### src/rtl/seq_gen_pkg.sv
// Shared definitions for the serial pattern generator.
// Contents:
//   STATE_W  - width of the FSM state encoding
//   state_t  - FSM states IDLE / SHIFT / GAP / DONE
// GAP is only reachable when the design is built with PATTERN_GAP_EN defined.
package seq_gen_pkg;

    localparam int STATE_W = 2;

    typedef enum logic [STATE_W-1:0] {
        IDLE  = 2'd0,
        SHIFT = 2'd1,
        GAP   = 2'd2,
        DONE  = 2'd3
    } state_t;

endpackage

### src/rtl/seq_pattern_gen_if.sv
// Request/stream bundle of the serial pattern generator.
// Signals:
//   start      request, sampled by the generator only while idle
//   pattern    PAT_W-bit pattern, captured on an accepted start
//   reps       repetition count, captured on an accepted start
//   ser_out    serial data, pattern MSB first
//   ser_valid  ser_out carries a pattern bit this cycle
//   busy       a job is in progress
//   done       single-cycle completion pulse
// Modports: master drives the request side, slave (the generator) drives the stream.
interface seq_pattern_gen_if #(
    parameter int PAT_W = 4,
    parameter int CNT_W = 8
) ();

    logic             start;
    logic [PAT_W-1:0] pattern;
    logic [CNT_W-1:0] reps;
    logic             ser_out;
    logic             ser_valid;
    logic             busy;
    logic             done;

    modport master (
        output start, pattern, reps,
        input  ser_out, ser_valid, busy, done
    );

    modport slave (
        input  start, pattern, reps,
        output ser_out, ser_valid, busy, done
    );

endinterface

### src/rtl/seq_pattern_gen_piso_shift.sv
// piso_shift: parallel-in serial-out shift register, shifting left (MSB leaves first).
// Ports:
//   clk, rst  clock, asynchronous active-high reset
//   load      parallel load of din (has priority over shift)
//   shift     shift one position left, zero enters at bit 0
//   din       parallel load value
//   msb_next  MSB the register will hold after the coming clock edge; lets the
//             owner register the serial output in the same cycle as the shift
module piso_shift #(
    parameter int W = 4
) (
    input  logic         clk,
    input  logic         rst,
    input  logic         load,
    input  logic         shift,
    input  logic [W-1:0] din,
    output logic         msb_next
);

    logic [W-1:0] shreg_reg;
    logic [W-1:0] shreg_next;

    assign shreg_next[0] = load ? din[0] : (shift ? 1'b0 : shreg_reg[0]);

    generate
        for (genvar gi = 1; gi < W; gi++) begin : g_stage
            assign shreg_next[gi] = load  ? din[gi]
                                  : shift ? shreg_reg[gi-1]
                                  :         shreg_reg[gi];
        end
    endgenerate

    always_ff @(posedge clk or posedge rst) begin
        if (rst) begin
            shreg_reg <= '0;
        end else begin
            shreg_reg <= shreg_next;
        end
    end

    assign msb_next = shreg_next[W-1];

endmodule

### src/rtl/seq_pattern_gen.sv
// seq_pattern_gen: serial pattern transmitter. Captures a PAT_W-bit pattern and a
// repetition count on start, then shifts the pattern out MSB first, reps times.
// Ports:
//   clk   rising-edge clock
//   rst   asynchronous reset, active-high
//   bus   seq_pattern_gen_if.slave (start/pattern/reps in; ser_out/ser_valid/busy/done out)
// Build option: define PATTERN_GAP_EN to insert GAP_BITS idle cycles between
// repetitions (never after the last one). Without it repetitions are contiguous.
// All outputs are registered; each is computed from the next state so that the
// first bit appears the cycle right after start is sampled.
module seq_pattern_gen
    import seq_gen_pkg::*;
#(
    parameter int PAT_W    = 4,
    parameter int CNT_W    = 8,
    parameter int GAP_BITS = 2
) (
    input  logic                clk,
    input  logic                rst,
    seq_pattern_gen_if.slave    bus
);

    localparam int BIT_W = $clog2(PAT_W);

    state_t             state_reg, state_next;
    logic [BIT_W-1:0]   bit_cnt_reg;
    logic [CNT_W-1:0]   rep_cnt_reg;
    logic [PAT_W-1:0]   hold_reg;

    logic               load_en;
    logic               shift_en;
    logic [PAT_W-1:0]   piso_din;
    logic               msb_next;

    logic               ser_out_reg,   ser_out_next;
    logic               ser_valid_reg, ser_valid_next;
    logic               busy_reg,      busy_next;
    logic               done_reg,      done_next;

    logic               accept;
    logic               last_bit;
    logic               last_rep;

    assign accept   = (state_reg == IDLE) && bus.start && (bus.reps != '0);
    assign last_bit = (bit_cnt_reg == '0);
    assign last_rep = (rep_cnt_reg == CNT_W'(1));

`ifdef PATTERN_GAP_EN
    // A zero-length gap degenerates to contiguous repetitions.
    localparam bit GAP_ON = (GAP_BITS != 0);
    localparam int GAP_W  = (GAP_BITS > 1) ? $clog2(GAP_BITS) : 1;

    logic [GAP_W-1:0] gap_cnt_reg;
    logic             gap_last;

    assign gap_last = (gap_cnt_reg == GAP_W'(GAP_BITS - 1));

    always_ff @(posedge clk or posedge rst) begin
        if (rst) begin
            gap_cnt_reg <= '0;
        end else if (state_reg == GAP && !gap_last) begin
            gap_cnt_reg <= gap_cnt_reg + GAP_W'(1);
        end else begin
            gap_cnt_reg <= '0;
        end
    end
`else
    // GAP_BITS has no meaning without gap support; tie it off.
    logic [31:0] unused_gap_bits;
    assign unused_gap_bits = 32'(GAP_BITS);
`endif

    piso_shift #(
        .W (PAT_W)
    ) u_piso (
        .clk      (clk),
        .rst      (rst),
        .load     (load_en),
        .shift    (shift_en),
        .din      (piso_din),
        .msb_next (msb_next)
    );

    // State register
    always_ff @(posedge clk or posedge rst) begin
        if (rst) begin
            state_reg <= IDLE;
        end else begin
            state_reg <= state_next;
        end
    end

    // Next-state logic and shift-register control
    always_comb begin
        state_next = state_reg;
        load_en    = 1'b0;
        shift_en   = 1'b0;
        piso_din   = hold_reg;
        case (state_reg)
            IDLE: begin
                if (bus.start) begin
                    if (bus.reps != '0) begin
                        state_next = SHIFT;
                        load_en    = 1'b1;
                        piso_din   = bus.pattern;
                    end else begin
                        state_next = DONE;
                    end
                end
            end
            SHIFT: begin
                if (!last_bit) begin
                    shift_en = 1'b1;
                end else if (last_rep) begin
                    state_next = DONE;
                end else begin
                    // Reload from the hold copy so the next repetition starts
                    // with the pattern MSB without a bubble.
                    load_en = 1'b1;
`ifdef PATTERN_GAP_EN
                    state_next = GAP_ON ? GAP : SHIFT;
`else
                    state_next = SHIFT;
`endif
                end
            end
`ifdef PATTERN_GAP_EN
            GAP: begin
                if (gap_last) begin
                    state_next = SHIFT;
                end
            end
`endif
            DONE: begin
                state_next = IDLE;
            end
            default: begin
                state_next = IDLE;
            end
        endcase
    end

    // Output logic: values the output registers take at the coming edge
    always_comb begin
        ser_valid_next = (state_next == SHIFT);
        ser_out_next   = ser_valid_next & msb_next;
        done_next      = (state_next == DONE);
        // A zero-repetition job goes straight IDLE -> DONE and never shows busy.
        busy_next      = (state_next == SHIFT) || (state_next == GAP) ||
                         ((state_next == DONE) && (state_reg != IDLE));
    end

    always_ff @(posedge clk or posedge rst) begin
        if (rst) begin
            ser_out_reg   <= 1'b0;
            ser_valid_reg <= 1'b0;
            busy_reg      <= 1'b0;
            done_reg      <= 1'b0;
        end else begin
            ser_out_reg   <= ser_out_next;
            ser_valid_reg <= ser_valid_next;
            busy_reg      <= busy_next;
            done_reg      <= done_next;
        end
    end

    // Bit and repetition counters plus the pattern hold copy
    always_ff @(posedge clk or posedge rst) begin
        if (rst) begin
            bit_cnt_reg <= '0;
            rep_cnt_reg <= '0;
            hold_reg    <= '0;
        end else begin
            case (state_reg)
                IDLE: begin
                    if (accept) begin
                        hold_reg    <= bus.pattern;
                        rep_cnt_reg <= bus.reps;
                        bit_cnt_reg <= BIT_W'(PAT_W - 1);
                    end
                end
                SHIFT: begin
                    if (!last_bit) begin
                        bit_cnt_reg <= bit_cnt_reg - BIT_W'(1);
                    end else if (!last_rep) begin
                        rep_cnt_reg <= rep_cnt_reg - CNT_W'(1);
                        bit_cnt_reg <= BIT_W'(PAT_W - 1);
                    end
                end
                default: begin
                end
            endcase
        end
    end

    assign bus.ser_out   = ser_out_reg;
    assign bus.ser_valid = ser_valid_reg;
    assign bus.busy      = busy_reg;
    assign bus.done      = done_reg;

endmodule

### src/flat_wrapper.sv
// flat-port wrapper written by rule: the top's interface ports become plain ports
module seq_pattern_gen_flat import seq_gen_pkg::*;
#(
    parameter int PAT_W    = 4,
    parameter int CNT_W    = 8,
    parameter int GAP_BITS = 2
)
  (clk, rst, bus_start, bus_pattern, bus_reps, bus_ser_out, bus_ser_valid, bus_busy, bus_done);
  seq_pattern_gen_if #(.PAT_W(PAT_W), .CNT_W(CNT_W)) bus_i ();
  input  logic clk;
  input  logic rst;
  input wire logic [$bits(bus_i.start)-1:0] bus_start;
  input wire logic [$bits(bus_i.pattern)-1:0] bus_pattern;
  input wire logic [$bits(bus_i.reps)-1:0] bus_reps;
  output wire logic [$bits(bus_i.ser_out)-1:0] bus_ser_out;
  output wire logic [$bits(bus_i.ser_valid)-1:0] bus_ser_valid;
  output wire logic [$bits(bus_i.busy)-1:0] bus_busy;
  output wire logic [$bits(bus_i.done)-1:0] bus_done;
  assign bus_i.start = bus_start;
  assign bus_i.pattern = bus_pattern;
  assign bus_i.reps = bus_reps;
  assign bus_ser_out = bus_i.ser_out;
  assign bus_ser_valid = bus_i.ser_valid;
  assign bus_busy = bus_i.busy;
  assign bus_done = bus_i.done;
  seq_pattern_gen #(.PAT_W(PAT_W), .CNT_W(CNT_W), .GAP_BITS(GAP_BITS)) u_core (.clk(clk), .rst(rst), .bus(bus_i));
endmodule
### config.mk
export PLATFORM = sky130hd
export DESIGN_NAME = seq_pattern_gen_flat
export DESIGN_NICKNAME = d
export VERILOG_FILES = /design/src/rtl/seq_gen_pkg.sv /design/src/rtl/seq_pattern_gen_if.sv /design/src/rtl/seq_pattern_gen_piso_shift.sv /design/src/rtl/seq_pattern_gen.sv /design/src/flat_wrapper.sv
export SDC_FILE = /design/constraint.sdc
export NUM_CORES = 1
export LEC_CHECK = 0
export CORE_MARGIN = 4
export CORE_UTILIZATION = 35
export CTS_CLUSTER_SIZE = 30
export DETAILED_ROUTE_END_ITERATION = 8
export PLACE_DENSITY_LB_ADDON = 0.12
export RECOVER_POWER = 25
export REMOVE_ABC_BUFFERS = 1
export SLEW_MARGIN = 10
export SYNTH_ARGS = -nofsm -noshare
export SYNTH_HDL_FRONTEND = slang
export SYNTH_HIERARCHICAL = 1
export SYNTH_SLANG_ARGS = --single-unit
### constraint.sdc
create_clock -name clk -period 1.75 [get_ports clk]
set_input_delay 0.4375 -clock clk [delete_from_list [all_inputs] [get_ports clk]]
set_output_delay 0.4375 -clock clk [all_outputs]
set_load 0.05 [all_outputs]
==> flow_summary_export.csv <==
group,metric,value,unit
status,status,"finished, final reports clean",
final_layout,drive_gt1_frac,0.385,
grt,grt_usage,0.130,
synth,synth.distinct_cells,35,
power_and_ir_drop,p_total,0.00264,W
cts,clock_latency,270,ps
setup_path,crit_required,1900,ps
final_layout,fin_nets,195,
drt,ant_nets,0,
drt,wire_per_inst,13.4,microns
synth,synth_area_per_cell,10.5,sq um
setup_path,r2r-start,"u_core/rep_cnt_reg[0]",
synth,synth_warnings,6,
grt,grt_first_pass_wirelength,5060,microns
sta,tightest_slew,506,ps
place,dp_cells,215,
setup_path,path_depth,7,
sta,finClkSkew,4.18,ps
sta,slew_viol_final,0,
drt,vias_per_cell,4.90,
grt,first_global_vias,1124,
final_layout,diodes,0,
final_layout,design_area,1880,sq um
place,dpl_cell_area,1740,sq um
setup_path,cp-endpoint,"u_core/rep_cnt_reg[6]",
final_layout,fill_cells,338,
drt,drc_errors,0,
power_and_ir_drop,p_per_area,1410,nW/um^2
power_and_ir_drop,vdd_ir_drop_max,0.000854,V
drt,drt-initial-drc-count,43,
setup_path,max_stage_delay,400,ps
cts,cts_sinks,24,
synth,synth_top_cell_area_share,0.454,
place,finalWeightedCongestion,0.814,
die,die_height,69.5,microns
setup_path,endpoint_kind,"flop",
synth,synth.ff_latch_count,24,
final_layout,largest_register_ffs,8,
synth,ys_seq_area_frac,0.454,
setup_path,crit_fanout,8,
die,die_w,69.5,microns
setup_path,crit_start,"u_core/rep_cnt_reg[0]",
sta,fin_crit,1680,ps
setup_path,r2r_end,"u_core/rep_cnt_reg[6]",
drt,wirelength,2980,microns
die,io_pins,19,
grt,overflow,0,
setup_path,crit_type,"flop to flop",
worst_hold_path,hold_class,"flop to flop",
cts,tritoncts,"done",
place,io_buffers,18,
drt,firstDrtPassIters,4,
synth,synth.largest_area_cell,"dfrtp_1",
worst_hold_path,holdPathStages,1,
place,hpwlAfterDp,2250,microns
drt,vias,1088,
power_and_ir_drop,p_leak,0.853,nW
setup_path,critPathLaunchType,"flop",
setup_path,critPathArrivalTime,1830,ps
die,rows,22,
setup_path,crit_family,"compound AO/OA/AOI/OAI gates",
sta,period_share,0.962,
cts,cts_root_buf,"clkbuf_8",
setup_path,critPathSlowestCell,"dfrtp_1",
sta,fin_tns_setup,0,ps
grt,grt_max_degree,21,
setup_path,path_buf_inv,2,
cts,cts_buffer_depth,2,
sta,fmax,0.594,GHz
sta,finalSetupViolCount,0,
synth,netlist_area,1320,sq um
final_layout,layout_commonest_cell,"buf_4",
setup_path,reg2reg_depth,7,
cts,cts.clk_slew.worst_paths,80,ps
synth,yosys-top-cells-area,"dfrtp_1 45%, mux2_2 6.8%, ha_1 4.7%, o2bb2ai_1 4.0%, mux2i_1 3.0%",
die,core_area,3660,sq um
die,initial_utilization,0.361,
cts,hold_buffers,0,
cts,ctsHtreeMaxLevel,1,
final_layout,layoutNonFillerInstCount,222,
final_layout,syn_to_final_growth,42.0,%
die,die-area,4830,sq um
synth,netlist_instances,126,
grt,antenna_found_initial,0,
cts,cts_buffers,3,
run,drv_cap,0,
sta,slew_headroom,0.662,
setup_path,worstPathCellList,"ha_1 > nor3b_2 > buf_4 > a211oi_4 > buf_6 > o22ai_1 > o2bb2ai_1",
setup_path,r2r_setup_slack,70,ps
final_layout,final_util,0.513,
final_layout,final_cell_mix,"28 x buf_4, 23 x dfrtp_1, 8 x dlygate4sd2_1",
sta,hold_violations,0,
-- area by class of cell --
type,count,area [sq um],area share
multi-input combinational,89,714,0.380
sequential,24,602,0.320
tap,48,60.1,0.0320
inverter,9,36.3,0.0193
timing repair buffer,48,410,0.219
clock buffer,4,55.1,0.0293
-- where the power goes --
| group | switching (W) | internal, W |
|---|---|---|
| Sequential | 0.000151 | 0.000775 |
| Clock | 0.000170 | 0.000201 |
| Combinational | 0.000668 | 0.000677 |
| Total | 0.000989 | 0.00165 |
-- metrics by stage --
| stage | hold WS (ps) | worst slack [ps] |
|---|---|---|
| 4_1_cts | 374 | 3.14 |
| 2_1_floorplan | 204 | -202 |
| 3_5_place_dp | 460 | -494 |
| 6_report | 470 | 67.0 |
| 5_1_grt | 498 | -20.4 |
| 3_3_place_gp | 462 | -464 |
-- cells in the mapped netlist --
| master | number |
|---|---|
| a21oi_4 | 1 |
| or3_1 | 2 |
| nand2_1 | 7 |
| buf_8 | 1 |
| nor2_4 | 1 |
| a21oi_1 | 7 |
| nor4_1 | 3 |
| nand3b_1 | 1 |
| a211oi_4 | 1 |
| o22ai_1 | 3 |
| nor4_2 | 3 |
| clkbuf_1 | 3 |
| nand2b_1 | 3 |
| o21ai_1 | 5 |
| nand4_1 | 1 |
| mux2_2 | 8 |
| o211ai_1 | 1 |
| ha_1 | 5 |
| or3b_4 | 1 |
| o21ai_0 | 7 |
| o21a_1 | 1 |
| o21ai_2 | 1 |
| mux2i_1 | 4 |
| nor2b_1 | 1 |
| inv_1 | 9 |
| nand3_1 | 1 |
| nor2_1 | 6 |
| and2_1 | 1 |
| o2bb2ai_1 | 6 |
| a32oi_1 | 1 |
| or4_1 | 1 |
| a41oi_1 | 1 |
| nor3b_1 | 1 |
| dfrtp_1 | 24 |
| nor3_1 | 4 |
-- worst min path at each step --
stage / from / endpoint / slack, ps
after floorplan: rst / u_core/u_piso/shreg_reg[0] / 200
after global placement: u_core/bit_cnt_reg[0] / u_core/bit_cnt_reg[0] / 460
after detailed placement: u_core/bit_cnt_reg[0] / u_core/bit_cnt_reg[0] / 460
after CTS: rst / u_core/u_piso/shreg_reg[3] / 370
after global routing: u_core/bit_cnt_reg[0] / u_core/bit_cnt_reg[0] / 500
final: u_core/bit_cnt_reg[0] / u_core/bit_cnt_reg[0] / 470
-- worst reg2reg max path, stage by stage, from the launching register on --
cell and delay (ps):
dfrtp_1 400, ha_1 200, nor3b_2 150, buf_4 150
a211oi_4 280, buf_6 180, o22ai_1 80, o2bb2ai_1 130
-- layer usage --
layer / vias to the layer above / global-route usage / routed length, microns
li1: 559 / - / -
met1: 497 / 0.168 / 1410
met5: - / 0 / 0
met2: 25 / 0.215 / 1430
met3: 7 / 0.0232 / 95
met4: 0 / 0.0521 / 40
-- logic make-up (layout without fill, tap and decap cells) --
group	Yosys count	after routing	share of synthesized area
multiplexers	12	12	0.0984
flip-flops	24	24	0.454
adder cells (fa/ha/maj)	5	5	0.0473
buffers and inverters	13	61	0.0454
AO/OA/AOI/OAI	35	35	0.184
AND/OR/NAND/NOR	37	37	0.170
-- timing repair --
| action | in CTS | in global routing |
|---|---|---|
| resized for setup | 16 | 19 |
| buffers inserted | 0 | 3 |
| pin swaps | 4 | 8 |
| endpoints found under the setup margin | 21 | 15 |
(Power assumes the default switching activity.)
